**src/rtl/seg_pkg.sv**
```systemverilog
`default_nettype none
// ============================================================================
//  Module      : seg_pkg
//  Description : Shared constants and types for the four-digit seven-segment
//                display controller: hex decode table, all-off patterns,
//                scan state enumeration and a leading-zero helper.
//  Revision    : 1.0  initial release
// ============================================================================
package seg_pkg;

   // Anode pattern with every digit disabled (active-low anodes)
   localparam logic [3:0] ANODE_OFF   = 4'b1111;

   // Segment pattern with every segment dark (active-low, bit0 = a .. bit6 = g)
   localparam logic [6:0] SEGMENT_OFF = 7'h7F;

   // Active-low hex glyphs, indexed by nibble value (element 15 listed first)
   localparam logic [15:0][6:0] HEX_SEG = {
      7'h0E,   // F
      7'h06,   // E
      7'h21,   // d
      7'h46,   // C
      7'h03,   // b
      7'h08,   // A
      7'h10,   // 9
      7'h00,   // 8
      7'h78,   // 7
      7'h02,   // 6
      7'h12,   // 5
      7'h19,   // 4
      7'h30,   // 3
      7'h24,   // 2
      7'h79,   // 1
      7'h40    // 0
   };

   // Scan sequencer states
   typedef enum logic [1:0] {
      IDLE  = 2'd0,
      BLANK = 2'd1,
      DRIVE = 2'd2
   } state_t;

   // True when every nibble from digit upward to digit 3 is zero.
   // Digit 0 always reports false so the rightmost digit is never suppressed.
   function automatic logic upper_nibbles_zero(input logic [15:0] value,
                                               input logic [1:0]  digit);
      logic zero;
      zero = 1'b0;
      case (digit)
         2'd1:    zero = (value[15:4]  == 12'h000);
         2'd2:    zero = (value[15:8]  == 8'h00);
         2'd3:    zero = (value[15:12] == 4'h0);
         default: zero = 1'b0;
      endcase
      return zero;
   endfunction

endpackage
`default_nettype wire

```
**src/rtl/hex_to_seg.sv**
```systemverilog
`default_nettype none
// ============================================================================
//  Module      : hex_to_seg
//  Description : Combinational hex nibble to active-low seven-segment decoder
//                with a blank override that turns every segment off.
//  Revision    : 1.0  initial release
// ============================================================================
module hex_to_seg
   import seg_pkg::*;
(
   input  logic [3:0] nibble,
   input  logic       blank,
   output logic [6:0] segment
);

   // Table lookup, forced dark when the digit is suppressed
   assign segment = blank ? SEGMENT_OFF : HEX_SEG[nibble];

endmodule
`default_nettype wire

```
**src/rtl/seven_seg_display_controller.sv**
```systemverilog
`default_nettype none
// ============================================================================
//  Module      : seven_seg_display_controller
//  Description : Sequenced scanner for a four-digit common-anode display.
//                Each digit slot lasts PRESCALE cycles and opens with
//                BLANK_CYCLES of all-anodes-off to suppress ghosting. New
//                values arrive over valid/ready into a one-entry pending
//                register and are committed only at frame boundaries (or any
//                time while idle), so a frame never mixes two values.
//  Revision    : 1.0  initial release
// ============================================================================
module seven_seg_display_controller
   import seg_pkg::*;
#(
   parameter int PRESCALE     = 1000,
   parameter int BLANK_CYCLES = 16,
   parameter int LZ_BLANK     = 1
)
(
   input  logic        clock,
   input  logic        reset,
   input  logic        enable,
   input  logic        load_valid,
   input  logic [15:0] load_data,
   input  logic [3:0]  load_dp,
   output logic        load_ready,
   output logic [3:0]  anode,
   output logic [6:0]  segment,
   output logic        dp,
   output logic        frame_done
);

   localparam int            PW         = $clog2(PRESCALE);
   localparam logic [PW-1:0] LAST_COUNT = PW'(PRESCALE - 1);
   localparam logic [PW-1:0] BLANK_END  = PW'(BLANK_CYCLES);
   localparam logic [PW-1:0] SLOT_START = '0;
   localparam bit            LZ_EN      = (LZ_BLANK != 0);

   // Scan sequencer state
   state_t        state;
   logic [PW-1:0] prescaler;
   logic [1:0]    digit;

   // Value currently shown and the one-entry staging register behind it
   logic [15:0]   display_data;
   logic [3:0]    display_dp;
   logic [15:0]   pending_data;
   logic [3:0]    pending_dp;
   logic          pending_full;

   // Combinational helpers
   logic          tick;
   logic          last_digit;
   logic          commit;
   logic          accept;
   logic [PW-1:0] prescaler_next;
   logic [3:0]    cur_nibble;
   logic          digit_blank;
   logic [6:0]    digit_seg;

   // End of a digit slot; only meaningful while scanning
   assign tick       = (state != IDLE) && (prescaler == LAST_COUNT);
   assign last_digit = (digit == 2'd3);

   // Pending value moves to the display at a frame boundary, or at once when idle
   assign commit     = pending_full && ((tick && last_digit) || (state == IDLE));
   assign accept     = load_valid && !pending_full;
   assign load_ready = !pending_full;

   // Nibble for the digit being scanned, with leading-zero suppression
   assign cur_nibble  = display_data[{digit, 2'b00} +: 4];
   assign digit_blank = LZ_EN && upper_nibbles_zero(display_data, digit);

   hex_to_seg u_hex_to_seg (
      .nibble  (cur_nibble),
      .blank   (digit_blank),
      .segment (digit_seg)
   );

   // Next prescaler value: cleared while idle or disabled and at each slot end
   always_comb begin
      prescaler_next = '0;
      if (enable && (state != IDLE) && !tick) begin
         prescaler_next = prescaler + PW'(1);
      end
   end

   // Scan FSM, slot counters and registered pin drivers
   always_ff @(posedge clock or posedge reset) begin
      if (reset) begin
         state      <= IDLE;
         prescaler  <= '0;
         digit      <= 2'd0;
         anode      <= ANODE_OFF;
         segment    <= SEGMENT_OFF;
         dp         <= 1'b1;
         frame_done <= 1'b0;
      end else begin
         prescaler  <= prescaler_next;
         frame_done <= enable && tick && last_digit;
         if (!enable) begin
            // Go dark immediately and restart from digit 0 on re-enable
            state   <= IDLE;
            digit   <= 2'd0;
            anode   <= ANODE_OFF;
            segment <= SEGMENT_OFF;
            dp      <= 1'b1;
         end else begin
            // State follows the position within the slot
            state <= (prescaler_next < BLANK_END) ? BLANK : DRIVE;

            if (state == IDLE) begin
               digit <= 2'd0;
            end else if (tick) begin
               digit <= digit + 2'd1;
            end

            anode <= (state == DRIVE) ? ~(4'b0001 << digit) : ANODE_OFF;

            // Cathodes change only at a slot start, while anodes are still off
            if ((state != IDLE) && (prescaler == SLOT_START)) begin
               segment <= digit_seg;
               dp      <= ~display_dp[digit];
            end
         end
      end
   end

   // Load handshake and frame-aligned commit of the pending value
   always_ff @(posedge clock or posedge reset) begin
      if (reset) begin
         pending_data <= 16'h0000;
         pending_dp   <= 4'h0;
         pending_full <= 1'b0;
         display_data <= 16'h0000;
         display_dp   <= 4'h0;
      end else begin
         if (accept) begin
            pending_data <= load_data;
            pending_dp   <= load_dp;
            pending_full <= 1'b1;
         end else if (commit) begin
            pending_full <= 1'b0;
         end

         if (commit) begin
            display_data <= pending_data;
            display_dp   <= pending_dp;
         end
      end
   end

endmodule
`default_nettype wire

```
**config.mk**
```make
export PLATFORM = sky130hd
export DESIGN_NAME = seven_seg_display_controller
export DESIGN_NICKNAME = d
export VERILOG_FILES = /design/src/rtl/seg_pkg.sv /design/src/rtl/hex_to_seg.sv /design/src/rtl/seven_seg_display_controller.sv
export SDC_FILE = /design/constraint.sdc
export NUM_CORES = 1
export LEC_CHECK = 0
export BUFFER_PORTS_ARGS = -buffer_cell sky130_fd_sc_hd__buf_2
export CAP_MARGIN = 20
export CORE_ASPECT_RATIO = 0.5
export CORE_MARGIN = 3
export CORE_UTILIZATION = 63
export CTS_CLUSTER_SIZE = 8
export DETAILED_ROUTE_END_ITERATION = 10
export GPL_TIMING_DRIVEN = 0
export PLACE_DENSITY = 0.84
export SETUP_SLACK_MARGIN = 0.05
export SYNTH_ARGS = -nofsm -noshare
export SYNTH_HDL_FRONTEND = slang
export SYNTH_SLANG_ARGS = --single-unit
```
**constraint.sdc**
```tcl
create_clock -name clock -period 3.3 [get_ports clock]
set_input_delay 0.66 -clock clock [delete_from_list [all_inputs] [get_ports clock]]
set_output_delay 0.66 -clock clock [all_outputs]
set_load 0.01 [all_outputs]
```
## Yosys cells after proc, flatten, opt, wreduce, memory -nomap -nowiden

Memories as Yosys holds them, arrays and structs flattened.
Cells that the tools add are included.

- $add $sub $neg: 2
- $lt $le $gt $ge: 3
- Eq/ne operators: 7
- Shift operators: 2
- Mux-type cells: 19
- Bitwise gates (word level): 2
- Reductions and logical operators: 19

Operator list:

| kind | number |
|---|---|
| 7-bit 2-to-1 mux | 4 |
| 16-bit by 5-bit indexed part select with 4-bit output | 1 |
| 12-bit zero test | 1 |
| 10-bit by 1-bit adder with 10-bit output (second input constant) | 1 |
| 10-bit equality test (second input constant) | 1 |
| 10-bit zero test | 1 |
| 10-bit by 5-bit less-than comparator with 1-bit output (second input constant) | 1 |
| 10-bit 2-to-1 mux | 1 |
| 2-bit 2-to-1 mux | 5 |
| 1-bit logical AND | 9 |
| 8-bit zero test | 1 |
| 4-bit 2-to-1 mux | 2 |
| 2-bit equality test (second input constant) | 3 |
| 4-bit by 5-bit less-than comparator with 1-bit output (second input constant) | 1 |
| 1-bit 2-to-1 mux | 5 |
| 4-bit zero test | 1 |
| 4-bit NOT | 1 |
| 2-bit nonzero test | 2 |
| 1-bit by 2-bit left shift with 4-bit output (first input constant) | 1 |
| 2-bit by 3-bit less-than comparator with 1-bit output (second input constant) | 1 |
| 3-bit by 1-bit != test with 1-bit output (second input constant) | 1 |
| 1-bit one-hot mux with 3 select lines | 1 |
| 2-bit by 1-bit adder with 2-bit output (second input constant) | 1 |
| 1-bit binary-select mux with 2-bit select | 1 |
| other kinds (6) | 7 |

- Flip-flop bits (word level): 68
- Bits in read-only memories: 112
- Input bits: 24
- Output and inout port bits: 14
- Memories kept: 1

Memory list:

| name | words | bits a word | read ports | clocked after memory_dff | write ports | RTL line | source |
|---|---|---|---|---|---|---|---|
| (no name shown) | 16 | 7 | 1 | 0 | 0 | hex_to_seg.sv:17 | `assign segment = blank ? SEGMENT_OFF : HEX_SEG[nibble];` |

## Longest topological paths before layout

- Depth in word-level cells: 8
- Gate-level depth with buffers: 8

## Hierarchy

Synthesis repeated with hierarchy kept, for this count alone.

- Cell total of the unflattened synthesis: 261
- Area total of the unflattened synthesis: 3,320.7 µm²

Modules (own cells, without submodules):

| module | times used | cells an instance | area each (µm²) |
|---|---|---|---|
| seven_seg_display_controller | 1 | 226 | 3,021.6 |
| hex_to_seg | 1 | 35 | 299.0 |

## Worst setup path after synthesis

No wires, ideal clock.

- Path type: register to register
- From: reg digit[0]
- To: reg segment[5]
- Setup time: 77 ps
- Arrival: 1,847 ps
- Data required time: 3,223 ps
- Slack: 1,376 ps
- Stages on the path, launching flop included: 9
- Buffers on the path: 1
- Path through: dfrtp_1 > buf_6 > mux4_1 > ha_1 > inv_1 > nor2_1 > a21oi_1 > o221ai_1 > o21a_1

- Word-level cells in the longest chain between the ends: 6
- Elaborated cells on any way between the ends: 10
- Those cells by class: eq/ne: 3; shift: 1; mux: 5; memory: 1

RTL lines:

| item | RTL line | source |
|---|---|---|
| from (decl) | seven_seg_display_controller.sv:42 | `logic [1:0] digit;` |
| from (signal assigned) | seven_seg_display_controller.sv:115 | `digit <= digit + 2'd1;` |
| 16-bit by 5-bit indexed part select with 4-bit output | seven_seg_display_controller.sv:71 | `assign cur_nibble = display_data[{digit, 2'b00} +: 4];` |
| memory 16 x 7 bit | n/a |  |
| 7-bit 2-to-1 mux (not written as such) | hex_to_seg.sv:17 |  |
| 7-bit 2-to-1 mux (*) | hex_to_seg.sv:17 |  |
| 7-bit 2-to-1 mux (*) | seven_seg_display_controller.sv:121 | `if ((state != IDLE) && (prescaler == SLOT_START)) begin` |
| 7-bit 2-to-1 mux (*) | seven_seg_display_controller.sv:101 | `if (!enable) begin` |
| to (signal assigned) | seven_seg_display_controller.sv:122 | `segment <= digit_seg;` |
| to (decl) | seven_seg_display_controller.sv:28 | `output logic [6:0] segment,` |

Mark *: on every way between the ends. The rest lies on a longest branch, timed or not. The select of a mux whose other input is x is not followed.
A chain may end at the register's enable or synchronous reset.

## Final worst setup path

Ends and elaborated chain as after synthesis.

==> impl_metrics.tcl <==
set metrics [dict create \
    final_common_cell "dfrtp_1" \
    yosys.area.top_type "dfrtp_1" \
    avgSynthCellArea_um2 12.73 \
    syn2layout_area_growth_pct 15.06 \
    cts.sinks 68 \
    ioPinCount 38 \
    multi_input_area_um2 1563 \
    clk_latency_ns 0.35 \
    dr.pass1.iters 5 \
    ys_ff_latch 68 \
    grt_pass1_wl_um 11100 \
    setup-violations-final 0 \
    syn_area_um2 3423 \
    synth_top_area_share 0.4094 \
    min-delay-path-class "in2async" \
    synthFlopType "dfrtp_1" \
    post-cts-setup-buffers 0 \
    finalCriticalPeriod_ns 2.259 \
    power_density_nw_per_um2 679.4 \
    critPathLaunchType "flip-flop" \
    fillCellCount 337 \
    power.share.combinational 0.269 \
    totalWireLength_um 6444 \
    cp.arrival_ns 2.55 \
    swShare 0.2997 \
    power_leakage_nw 1.771 \
    htree_levels 3 \
    yosysSeqAreaShare 0.5015 \
    die_h_um 58.13 \
    worst_slew_pin_slew_ns 0.6227 \
    dpl_cell_area_um2 3716 \
    antenna_found_initial 0 \
    drv_cap 0 \
    numPortBuffers 37 \
    diodes 0 \
    postRouteAntennaNets 0 \
    status "completed" \
    seqCellArea_um2 1717 \
    yosysWarnings 0 \
    synth-async-reset-ratio 1.000 \
    cts_tree "yes" \
    hpwlAfterDp_um 4620 \
    dieWidth_um 110.2 \
    synth_edf_count 0 \
    rows 18 \
    period_share 0.6847 \
    critPathKind "reg2reg" \
    post_drt_wl_per_cell_um 16.40 \
    synthCells 269 \
    nNetsFinal 355 \
    fin_setup_tns_ns 0 \
    grt_pass1_vias 2288 \
    drt-vias-per-instance 5.616 \
    ctsHoldBuffers 0 \
    dr_total_vias 2207 \
    path_max_fanout 9 \
    p_seq_frac 0.445 \
    globalplace.congestion 0.8724 \
    root_buffer "clkbuf_8" \
    drc 0 \
    drive_above_1_share 0.3963 \
    p_switching_mw 0.8021 \
    peakVddDrop_uv 499.6 \
    final_cell_mix "dfrtp_1, buf_2, nor2_1" \
    drv_slew 0 \
    syn_nets 306 \
    clkTransAtPathRegs_ns 0.07 \
    rsz0062_at_grt "no" \
    fmax_mhz 442.6 \
    max_slew_margin 0.5849 \
    final_hold_viol_count 0 \
    clkPwrFrac 0.286 \
    cts_buffer_depth 2 \
    drt_iter0_drc 134 \
    cp_data_required_time_ns 3.59 \
    skew_ns 0.008535 \
    fin_area_um2 3939 \
    gr-total-overflow 0 \
    cts_resized 0 \
    core_area_um2 5090 \
    yosys.cell_types.count 50 \
    initial_core_util 0.6726 \
    internal_power_mw 1.874 \
    grt_max_degree 42 \
    fin_util 0.7738 \
    cp-end-kind "flip-flop" \
    grt_usage 0.2345 \
    fp.dieArea_um2 6408 \
    cts_buffers 9 \
    netlist_top_cells_area "dfrtp_1, dfstp_2, mux2_4, mux2_2, ha_1" \
]
per-layer routing:
layer,routed length (um),vias up,global-route usage
met4,135,0,0.08947
met2,3007,58,0.3664
met3,412,12,0.08343
met1,2888,1074,0.3046
li1,-,1063,-
met5,0,-,0
critical path: stages (launching register included):
cell and delay, ns:
dfrtp_1 0.40, buf_6 0.18, mux4_1 0.71, inv_1 0.16, ha_1 0.26, a21oi_1 0.10
o221ai_1 0.23, o21a_1 0.16
registers in the layout, summed over array words and instances (netlist names):
signal / count
display_dp: 4
pending_data: 16
dp: 1
pending_full: 1
segment: 7
frame_done: 1
pending_dp: 4
display_data: 16
prescaler: 10
anode: 4
state: 2
digit: 2
cells in the mapped netlist, types with 3 or more instances:
master and count:
a21oi_1 7, buf_6 5, dfrtp_1 56, dfstp_2 12, ha_1 13, inv_1 14, mux2_2 22, mux2_4 19
mux2i_1 7, mux4_1 3, nand2_1 13, nand3_1 8, nor2_1 23, nor3_1 5, o211ai_1 3, o21a_1 3
o21ai_0 4, xnor2_1 7, xor2_1 5
final timing paths:
check                                     startpoint                          end  slack [ns]  depth (start not counted)
worst max-delay path            digit[0]$_DFFE_PP0P_       segment[5]$_DFFE_PP1P_        1.04                          7
worst min-delay path                           reset         digit[0]$_DFFE_PP0P_        0.36                          2
max in group asynchronous                      reset  pending_data[7]$_DFFE_PP0P_        2.34                          3
min in group clock                state[1]$_DFF_PP0_           anode[3]$_DFF_PP1_        0.50                          1
worst max register to register  digit[0]$_DFFE_PP0P_       segment[5]$_DFFE_PP1P_        1.04                          7
worst min register to register    state[1]$_DFF_PP0_           anode[3]$_DFF_PP1_        0.50                          1
cell type report:
class	count	share of cell area
buffer	11	0.02319
sequential	68	0.4358
inverter	14	0.01334
clock inverter	7	0.02510
timing repair buffer	38	0.05210
tap	70	0.02224
clock buffer	9	0.03145
multi-input combinational	176	0.3968
power by group through the flow:
stage | sequential (mW) | clock (mW) | combinational, mW
global route | 1.22 | 0.830 | 0.797
finish | 1.19 | 0.766 | 0.719
CTS | 1.19 | 0.784 | 0.724
floorplan | 1.16 | 0 | 0.559
global placement | 1.19 | 0 | 0.668
detailed placement | 1.21 | 0 | 0.708
cell families after synthesis:
| group | after synthesis | share of synthesized area |
|---|---|---|
| xor gates and xnor gates | 12 | 0.03070 |
| adders and majority gates | 13 | 0.04752 |
| DFF | 68 | 0.5015 |
| buffers and inverters | 25 | 0.04203 |
| AOI/OAI and AO/OA | 32 | 0.06908 |
| muxes | 52 | 0.2058 |
| and+or+nand+nor | 67 | 0.1034 |
stage by stage:
stage / hold slack [ns] / worst slack (ns) / power, mW / instances
after floorplan: 0.4567 / 0.9483 / 1.722 / 269
after global placement: 0.4881 / 0.3085 / 1.859 / 376
after detailed placement: 0.4812 / 1.080 / 1.913 / 377
after CTS: 0.3649 / 1.053 / 2.699 / 393
after global routing: 0.3994 / 0.9286 / 2.848 / 393
final: 0.3593 / 1.041 / 2.676 / 393
(Power assumes the default switching activity.)
